===== src/rtl/dram_dma_arb_pkg.sv =====
// Shared types for the DRAM DMA arbiter: packet layout, arbitration FSM states
// and the requester-id width helper.
package dram_dma_arb_pkg;

    localparam int unsigned dma_caddr_width_c = 28;

    typedef struct packed {
        logic                         write_not_read;
        logic [dma_caddr_width_c-1:0] addr;
    } dma_pkt_s;

    typedef enum logic {
        e_idle = 1'b0,
        e_lock = 1'b1
    } arb_fsm_e;

    // Requester ids need at least one bit even when only one requester exists.
    function automatic int unsigned req_id_width(input int unsigned num_req);
        return (num_req > 1) ? $clog2(num_req) : 1;
    endfunction

endpackage


===== src/rtl/dram_dma_id_fifo.sv =====
// Small in-order FIFO of requester ids with a registered occupancy count.
// A push while full is dropped; callers gate pushes on full_o.
module dram_dma_id_fifo #(
    parameter int unsigned width_p = 1,
    parameter int unsigned els_p   = 4
) (
    input  logic               clk_i,
    input  logic               reset_i,
    input  logic               push_i,
    input  logic [width_p-1:0] data_i,
    input  logic               pop_i,
    output logic [width_p-1:0] data_o,
    output logic               full_o,
    output logic               empty_o
);

    localparam int unsigned ptr_w_lp = (els_p > 1) ? $clog2(els_p) : 1;
    localparam int unsigned cnt_w_lp = $clog2(els_p + 1);
    localparam logic [ptr_w_lp-1:0] last_ptr_lp = ptr_w_lp'(els_p - 1);
    localparam logic [cnt_w_lp-1:0] full_cnt_lp = cnt_w_lp'(els_p);

    logic [width_p-1:0]  mem_q [els_p];
    logic [width_p-1:0]  mem_d [els_p];
    logic [ptr_w_lp-1:0] wr_ptr_q, wr_ptr_d;
    logic [ptr_w_lp-1:0] rd_ptr_q, rd_ptr_d;
    logic [cnt_w_lp-1:0] count_q, count_d;
    logic                push_ok, pop_ok;

    function automatic logic [ptr_w_lp-1:0] next_ptr(input logic [ptr_w_lp-1:0] ptr);
        return (ptr == last_ptr_lp) ? '0 : ptr + 1'b1;
    endfunction

    assign full_o  = (count_q == full_cnt_lp);
    assign empty_o = (count_q == '0);
    assign data_o  = mem_q[rd_ptr_q];
    assign push_ok = push_i & ~full_o;
    assign pop_ok  = pop_i & ~empty_o;

    always_comb begin
        mem_d    = mem_q;
        wr_ptr_d = wr_ptr_q;
        rd_ptr_d = rd_ptr_q;
        count_d  = count_q + cnt_w_lp'(push_ok) - cnt_w_lp'(pop_ok);
        if (push_ok) begin
            mem_d[wr_ptr_q] = data_i;
            wr_ptr_d        = next_ptr(wr_ptr_q);
        end
        if (pop_ok) begin
            rd_ptr_d = next_ptr(rd_ptr_q);
        end
    end

    always_ff @(posedge clk_i) begin
        if (reset_i) begin
            wr_ptr_q <= '0;
            rd_ptr_q <= '0;
            count_q  <= '0;
        end else begin
            wr_ptr_q <= wr_ptr_d;
            rd_ptr_q <= rd_ptr_d;
            count_q  <= count_d;
        end
    end

    always_ff @(posedge clk_i) begin
        mem_q <= mem_d;
    end

endmodule


===== src/rtl/dram_dma_arbiter.sv =====
// Round-robin arbiter sharing one DMA port (pkt/rdata/wdata) among requesters.
// Optional DRAM_DMA_ARB_STATS_EN adds packet and stall counters.
module dram_dma_arbiter
    import dram_dma_arb_pkg::*;
#(
    parameter int unsigned num_req_p         = 2,
    parameter int unsigned caddr_width_p     = 28,
    parameter int unsigned fill_width_p      = 64,
    parameter int unsigned burst_len_p       = 8,
    parameter int unsigned max_outstanding_p = 4
) (
    input  logic                                    clk_i,
    input  logic                                    reset_i,

    input  logic [num_req_p*(caddr_width_p+1)-1:0]  req_pkt_i,
    input  logic [num_req_p-1:0]                    req_pkt_v_i,
    output logic [num_req_p-1:0]                    req_pkt_yumi_o,

    output logic [fill_width_p-1:0]                 req_rdata_o,
    output logic [num_req_p-1:0]                    req_rdata_v_o,
    input  logic [num_req_p-1:0]                    req_rdata_ready_and_i,

    input  logic [num_req_p*fill_width_p-1:0]       req_wdata_i,
    input  logic [num_req_p-1:0]                    req_wdata_v_i,
    output logic [num_req_p-1:0]                    req_wdata_yumi_o,

    output logic [caddr_width_p:0]                  dma_pkt_o,
    output logic                                    dma_pkt_v_o,
    input  logic                                    dma_pkt_yumi_i,

    input  logic [fill_width_p-1:0]                 dma_data_i,
    input  logic                                    dma_data_v_i,
    output logic                                    dma_data_ready_and_o,

    output logic [fill_width_p-1:0]                 dma_data_o,
    output logic                                    dma_data_v_o,
    input  logic                                    dma_data_yumi_i,

`ifdef DRAM_DMA_ARB_STATS_EN
    output logic [num_req_p*32-1:0]                 stats_o,
    output logic [31:0]                             stall_cnt_o,
`endif
    output logic                                    dbg_state_o
);

    // Handshakes: a transfer happens in a cycle where valid and yumi (or valid
    // and ready_and) are both high; valid never waits on yumi/ready.

    localparam int unsigned pkt_w_lp  = caddr_width_p + 1;
    localparam int unsigned id_w_lp   = req_id_width(num_req_p);
    localparam int unsigned beat_w_lp = $clog2(burst_len_p);
    localparam logic [id_w_lp-1:0]   last_id_lp   = id_w_lp'(num_req_p - 1);
    localparam logic [beat_w_lp-1:0] last_beat_lp = beat_w_lp'(burst_len_p - 1);

    arb_fsm_e             state_q, state_d;
    logic [id_w_lp-1:0]   grant_q, grant_d;
    logic [id_w_lp-1:0]   rr_q, rr_d;
    logic [id_w_lp-1:0]   pick, sel;
    logic                 any_elig;
    logic [num_req_p-1:0] elig;
    logic                 pkt_fire, pkt_wnr;

    logic                 rfifo_push, rfifo_pop, rfull, rempty;
    logic                 wfifo_push, wfifo_pop, wfull, wempty;
    logic [id_w_lp-1:0]   rhead, whead;
    logic [beat_w_lp-1:0] rbeat_q, rbeat_d, wbeat_q, wbeat_d;
    logic                 rfire, wfire;

    function automatic logic [id_w_lp-1:0] next_id(input logic [id_w_lp-1:0] id);
        return (id == last_id_lp) ? '0 : id + 1'b1;
    endfunction

    // Full flags are registered, so a same-cycle pop never makes room for a grant.
    always_comb begin
        elig = '0;
        for (int i = 0; i < num_req_p; i++) begin
            if (req_pkt_i[i*pkt_w_lp + caddr_width_p])
                elig[i] = req_pkt_v_i[i] & ~wfull & ~reset_i;
            else
                elig[i] = req_pkt_v_i[i] & ~rfull & ~reset_i;
        end
    end

    always_comb begin
        pick     = '0;
        any_elig = 1'b0;
        for (int i = 0; i < num_req_p; i++) begin
            if (!any_elig && elig[i] && (i >= int'(rr_q))) begin
                any_elig = 1'b1;
                pick     = id_w_lp'(i);
            end
        end
        for (int i = 0; i < num_req_p; i++) begin
            if (!any_elig && elig[i]) begin
                any_elig = 1'b1;
                pick     = id_w_lp'(i);
            end
        end
    end

    always_ff @(posedge clk_i) begin
        if (reset_i) begin
            state_q <= e_idle;
            grant_q <= '0;
            rr_q    <= '0;
        end else begin
            state_q <= state_d;
            grant_q <= grant_d;
            rr_q    <= rr_d;
        end
    end

    always_comb begin
        state_d = state_q;
        grant_d = grant_q;
        rr_d    = rr_q;
        if (state_q == e_idle) begin
            if (any_elig) begin
                if (dma_pkt_yumi_i) begin
                    rr_d = next_id(pick);
                end else begin
                    state_d = e_lock;
                    grant_d = pick;
                end
            end
        end else begin
            if (dma_pkt_yumi_i) begin
                state_d = e_idle;
                rr_d    = next_id(grant_q);
            end
        end
    end

    always_comb begin
        req_pkt_yumi_o = '0;
        if (state_q == e_idle) begin
            sel         = pick;
            dma_pkt_v_o = any_elig;
        end else begin
            sel         = grant_q;
            dma_pkt_v_o = 1'b1;
        end
        dma_pkt_o  = req_pkt_i[int'(sel)*pkt_w_lp +: pkt_w_lp];
        pkt_wnr    = dma_pkt_o[caddr_width_p];
        pkt_fire   = dma_pkt_v_o & dma_pkt_yumi_i;
        rfifo_push = pkt_fire & ~pkt_wnr;
        wfifo_push = pkt_fire & pkt_wnr;
        if (pkt_fire) req_pkt_yumi_o[sel] = 1'b1;
    end

    assign dbg_state_o = state_q;

    dram_dma_id_fifo #(.width_p(id_w_lp), .els_p(max_outstanding_p)) rd_id_fifo (
        .clk_i   (clk_i),
        .reset_i (reset_i),
        .push_i  (rfifo_push),
        .data_i  (sel),
        .pop_i   (rfifo_pop),
        .data_o  (rhead),
        .full_o  (rfull),
        .empty_o (rempty)
    );

    dram_dma_id_fifo #(.width_p(id_w_lp), .els_p(max_outstanding_p)) wr_id_fifo (
        .clk_i   (clk_i),
        .reset_i (reset_i),
        .push_i  (wfifo_push),
        .data_i  (sel),
        .pop_i   (wfifo_pop),
        .data_o  (whead),
        .full_o  (wfull),
        .empty_o (wempty)
    );

    assign req_rdata_o = dma_data_i;

    // Read bursts return in packet order; the read FIFO head owns every beat.
    always_comb begin
        req_rdata_v_o        = '0;
        dma_data_ready_and_o = ~rempty & req_rdata_ready_and_i[rhead];
        if (!rempty) req_rdata_v_o[rhead] = dma_data_v_i;
        rfire     = dma_data_v_i & dma_data_ready_and_o;
        rbeat_d   = rbeat_q;
        rfifo_pop = 1'b0;
        if (rfire) begin
            if (rbeat_q == last_beat_lp) begin
                rbeat_d   = '0;
                rfifo_pop = 1'b1;
            end else begin
                rbeat_d = rbeat_q + 1'b1;
            end
        end
    end

    always_comb begin
        req_wdata_yumi_o = '0;
        dma_data_v_o     = ~wempty & req_wdata_v_i[whead];
        dma_data_o       = req_wdata_i[int'(whead)*fill_width_p +: fill_width_p];
        wfire            = dma_data_v_o & dma_data_yumi_i;
        if (wfire) req_wdata_yumi_o[whead] = 1'b1;
        wbeat_d   = wbeat_q;
        wfifo_pop = 1'b0;
        if (wfire) begin
            if (wbeat_q == last_beat_lp) begin
                wbeat_d   = '0;
                wfifo_pop = 1'b1;
            end else begin
                wbeat_d = wbeat_q + 1'b1;
            end
        end
    end

    always_ff @(posedge clk_i) begin
        if (reset_i) begin
            rbeat_q <= '0;
            wbeat_q <= '0;
        end else begin
            rbeat_q <= rbeat_d;
            wbeat_q <= wbeat_d;
        end
    end

`ifdef DRAM_DMA_ARB_STATS_EN
    logic [num_req_p*32-1:0] stats_q, stats_d;
    logic [31:0]             stall_q, stall_d;

    always_comb begin
        stats_d = stats_q;
        stall_d = stall_q;
        for (int i = 0; i < num_req_p; i++) begin
            if (req_pkt_yumi_o[i] && (stats_q[i*32 +: 32] != 32'hFFFF_FFFF))
                stats_d[i*32 +: 32] = stats_q[i*32 +: 32] + 32'd1;
        end
        if (dma_pkt_v_o && !dma_pkt_yumi_i && (stall_q != 32'hFFFF_FFFF))
            stall_d = stall_q + 32'd1;
    end

    always_ff @(posedge clk_i) begin
        if (reset_i) begin
            stats_q <= '0;
            stall_q <= '0;
        end else begin
            stats_q <= stats_d;
            stall_q <= stall_d;
        end
    end

    assign stats_o     = stats_q;
    assign stall_cnt_o = stall_q;
`endif

endmodule


===== config.mk =====
export PLATFORM = sky130hd
export DESIGN_NAME = dram_dma_arbiter
export DESIGN_NICKNAME = d
export VERILOG_FILES = /design/src/rtl/dram_dma_arb_pkg.sv /design/src/rtl/dram_dma_id_fifo.sv /design/src/rtl/dram_dma_arbiter.sv
export SDC_FILE = /design/constraint.sdc
export NUM_CORES = 1
export LEC_CHECK = 0
export BUFFER_PORTS_ARGS = -buffer_cell sky130_fd_sc_hd__buf_2
export CAP_MARGIN = 20
export CORE_AREA = 2 2 165 167
export DETAILED_ROUTE_END_ITERATION = 16
export DIE_AREA = 0 0 167 169
export SKIP_LAST_GASP = 1
export SLEW_MARGIN = 30
export SYNTH_ARGS = -nofsm -noshare
export SYNTH_HDL_FRONTEND = slang
export SYNTH_SLANG_ARGS = --single-unit
export TNS_END_PERCENT = 100

===== constraint.sdc =====
create_clock -name clk_i -period 8 [get_ports clk_i]
set_input_delay 0.4 -clock clk_i [delete_from_list [all_inputs] [get_ports clk_i]]
set_output_delay 0.4 -clock clk_i [all_outputs]
set_load 0.02 [all_outputs]

==> run_results.csv <==
group,metric,value,unit
setup_path,worst_path_largest_cell_delay,1.05,ns
setup_path,worstPathRequired,8.14,ns
floorplanning,die_area,28200,sq um
route,drt_iter0_drc,91,
route,dr_wl_met2,7510,um
sta,setup_ws,4.53,ns
sta,setup_viol,0,
sta,period_minus_slack,3.47,ns
setup_path,end_kind,"flip-flop",
floorplanning,rows,60,
logic_synthesis,yosysSeqAreaShare,20.9,%
setup_path,critical_path.cell_chain,"mux4_4, mux2i_1, nor2_1, nand3_1, inv_1, ha_1, inv_1, ha_1, inv_1, fa_1, xnor2_1, nor2_1",
cells_and_area,seq_area,701,sq um
route,vias,3386,
sta,timing.fmax,288,MHz
placement,gp_congestion,0.800,
logic_synthesis,synth_seq_cells,31,
route,drtPass1Iterations,6,
route,routedWlPerCell,15.8,um
route,wl_met3,1630,um
sta,slew_viol_final,0,
cells_and_area,multi_input_area,2060,sq um
setup_path,path_delay_family,"multiplexers",
cts,cts_hold_buffers,0,
global_routing,antenna_found_initial,3,
cts,path_clk_slew,0.05,ns
setup_path,crit_path_top_delay_cell,"mux4_4",
sta,hold_viol,0,
floorplanning,start_util,12.6,%
cts,cts.sinks,31,
global_routing,overflow,0,
setup_path,critPathBufInv,3,
cells_and_area,final_nets,858,
logic_synthesis,syn_area,3350,sq um
floorplanning,ios,428,
flow_run,cap_violations,0,
logic_synthesis,syn-instance-count,349,
cts,clockBufferDepth,2,
floorplanning,core,26500,sq um
logic_synthesis,syn_avg_cell_area,9.59,sq um
power_and_ir_drop,power,0.594,mW
power_and_ir_drop,p_leak,2.36,nW
route,m1WireLength,4950,um
floorplanning,fp.dieH,169,um
power_and_ir_drop,power.density,122,nW/um^2
setup_path,cp_max_fo,67,
logic_synthesis,yosysTopAreaCell,"mux2_2",
cells_and_area,area_growth,45.9,%
route,drt-total-wl,14500,um
sta,relSlewSlack,43.1,%
global_routing,grt_max_degree,68,
setup_path,start_kind,"flip-flop",
logic_synthesis,syn-num-nets,630,
logic_synthesis,synth.area.top_cells,"mux2_2 (31%), buf_4 (14%), dfxtp_1 (14%), edfxtp_1 (7.2%), ha_1 (6.7%)",
route,top_layer,"met4",
setup_path,worstSetupPathType,"flip-flop to flip-flop",
sta,finalClockSkew,0.00517,ns
sta,fin_crit_sh,43.4,%
cts,clk_latency,0.27,ns
setup_path,arrival,3.61,ns
sta,tns,0,ns
logic_synthesis,synth_cell_types,43,
cells_and_area,fillers,2969,
placement,dp_hpwl,13100,um
cts,htreeDepth,2,
global_routing,grt.total_usage,9.62,%
global_routing,grt_pass1_vias,3245,
cts,cts_tree,"done",
cts,cts_made_buffers,5,
cells_and_area,drive_gt1_share,70.4,%
run_status,status,"completed",
sta,worst_slew_pin_slew,0.853,ns
min_path,hold_path.class,"primary input to flip-flop",
route,ant_nets,0,
power_and_ir_drop,irDropWorstVdd,0.0885,mV
logic_synthesis,yosysTopAreaCellShare,31.0,%
setup_path,crit_top_cell,"inv_1",
sta,rsz0062_at_grt,"false",
placement,place_ws,4.51,ns
logic_synthesis,ys.warnings.count,0,
cts,postCtsSetupRepairBufs,0,
cts,cts_resized,0,
route,drc,0,
floorplanning,die_w,167,um
global_routing,grt_pass1_wl,19900,um
cts,cts_root_buf,"clkbuf_16",
placement,io_buffers,299,
route,viasPerCell,3.68,
## per-stage QoR
stage                     std cells  util [%]  hold WS, ns  area, sq um
final                           920      18.4        0.354         4880
after global placement          911      17.9        0.445         4740
after global routing            919      18.4        0.369         4880
after detailed placement        911      17.9        0.455         4740
after floorplan                 349         -        0.436         3350
after CTS                       919      18.4        0.359         4880
## cells in the mapped netlist
library cell / number
mux2_2: 92
buf_4: 64
nor2_1: 24
dfxtp_1: 23
ha_1: 18
inv_1: 13
clkbuf_1: 11
and2_1: 10
mux2i_1: 10
edfxtp_1: 8
nor3_1: 8
a21oi_1: 7
nand2_1: 7
nand2b_1: 6
nor2b_1: 4
buf_2: 3
nand3_1: 3
nor3b_1: 3
o21ai_0: 3
a211oi_1: 2
fa_1: 2
mux4_2: 2
nand3b_1: 2
o31ai_1: 2
or3b_2: 2
xnor2_1: 2
xor2_1: 2
a211oi_2: 1
a22o_1: 1
a22oi_1: 1
a32oi_1: 1
and2b_1: 1
and3_1: 1
buf_1: 1
nand4_1: 1
nand4bb_1: 1
o211ai_4: 1
o21ba_2: 1
or2_4: 1
or3_1: 1
or4_1: 1
or4b_1: 1
or4bb_1: 1
## cell families (layout without fill, tap and decap cells)
kind of cell    Yosys count  in the layout  share of synthesized area, %
fa+ha+maj                20             20                          7.93
xor+xnor                  4              4                          1.05
simple gates             78             78                          12.7
compound gates           20             20                          4.45
other cells               0              1                             0
flops                    31             31                          20.9
buf+inv                  92            321                          17.6
mux                     104            104                          35.3
## layout make-up
cell class,count,share of cell area [%]
antenna,1,0.0512
clock buffer,6,2.64
clock inverter,2,0.256
inverter,13,0.999
multi-input combinational,226,42.2
sequential,31,14.3
tap,341,8.74
timing repair buffer,300,30.8
## cell usage in the layout, fill, tap and decap left out, types with 2 or more instances in the layout
master / synthesis / layout
a211oi_1: 2 / 2
a21oi_1: 7 / 7
and2_1: 10 / 10
buf_2: 3 / 299
clkbuf_16: 0 / 5
dfxtp_1: 23 / 23
edfxtp_1: 8 / 8
fa_1: 2 / 2
ha_1: 18 / 18
inv_1: 13 / 13
mux2_2: 92 / 92
mux2i_1: 10 / 10
nand2_1: 7 / 7
nand2b_1: 6 / 6
nand3_1: 3 / 3
nand3b_1: 2 / 2
nor2_1: 24 / 24
nor2b_1: 4 / 4
nor3_1: 8 / 8
nor3b_1: 3 / 3
o21ai_0: 3 / 3
o31ai_1: 2 / 2
or3b_2: 2 / 2
xnor2_1: 2 / 2
xor2_1: 2 / 2
## worst paths after layout
kind,endpoint,from,slack [ns],cells after the start
worst max-delay path,wr_id_fifo.count_q[2]$_SDFF_PP0_,wr_id_fifo.rd_ptr_q[0]$_SDFFE_PP0P_,4.53,12
worst min-delay path,dbg_state_o$_SDFF_PP0_,dma_pkt_yumi_i,0.35,2
worst max register to register,wr_id_fifo.count_q[2]$_SDFF_PP0_,wr_id_fifo.rd_ptr_q[0]$_SDFFE_PP0P_,4.53,12
worst min register to register,wbeat_q[2]$_SDFFE_PP0P_,wbeat_q[2]$_SDFFE_PP0P_,0.46,2
## metal layers
metal | vias to the layer above | GRT usage, %
met1 | 1493 | 9.85
met4 | 0 | 3.15
met3 | 27 | 3.65
met5 | - | 0
met2 | 259 | 18.0
li1 | 1607 | -
## registers in the layout, summed over array words and instances, names as in the netlist
register / flops
rd_id_fifo.mem_q: 4
wr_id_fifo.rd_ptr_q: 2
wr_id_fifo.mem_q: 4
rr_q: 1
dbg_state_o: 1
rbeat_q: 3
wr_id_fifo.wr_ptr_q: 2
rd_id_fifo.count_q: 3
rd_id_fifo.rd_ptr_q: 2
grant_q: 1
wr_id_fifo.count_q: 3
wbeat_q: 3
rd_id_fifo.wr_ptr_q: 2
## where the power goes
| part | switching, mW | total, mW | internal, mW |
|---|---|---|---|
| clock network | 0.0652 | 0.180 | 0.115 |
| logic | 0.130 | 0.243 | 0.113 |
| registers | 0.00493 | 0.171 | 0.166 |
No activity file was read; power rests on OpenSTA's default activity.
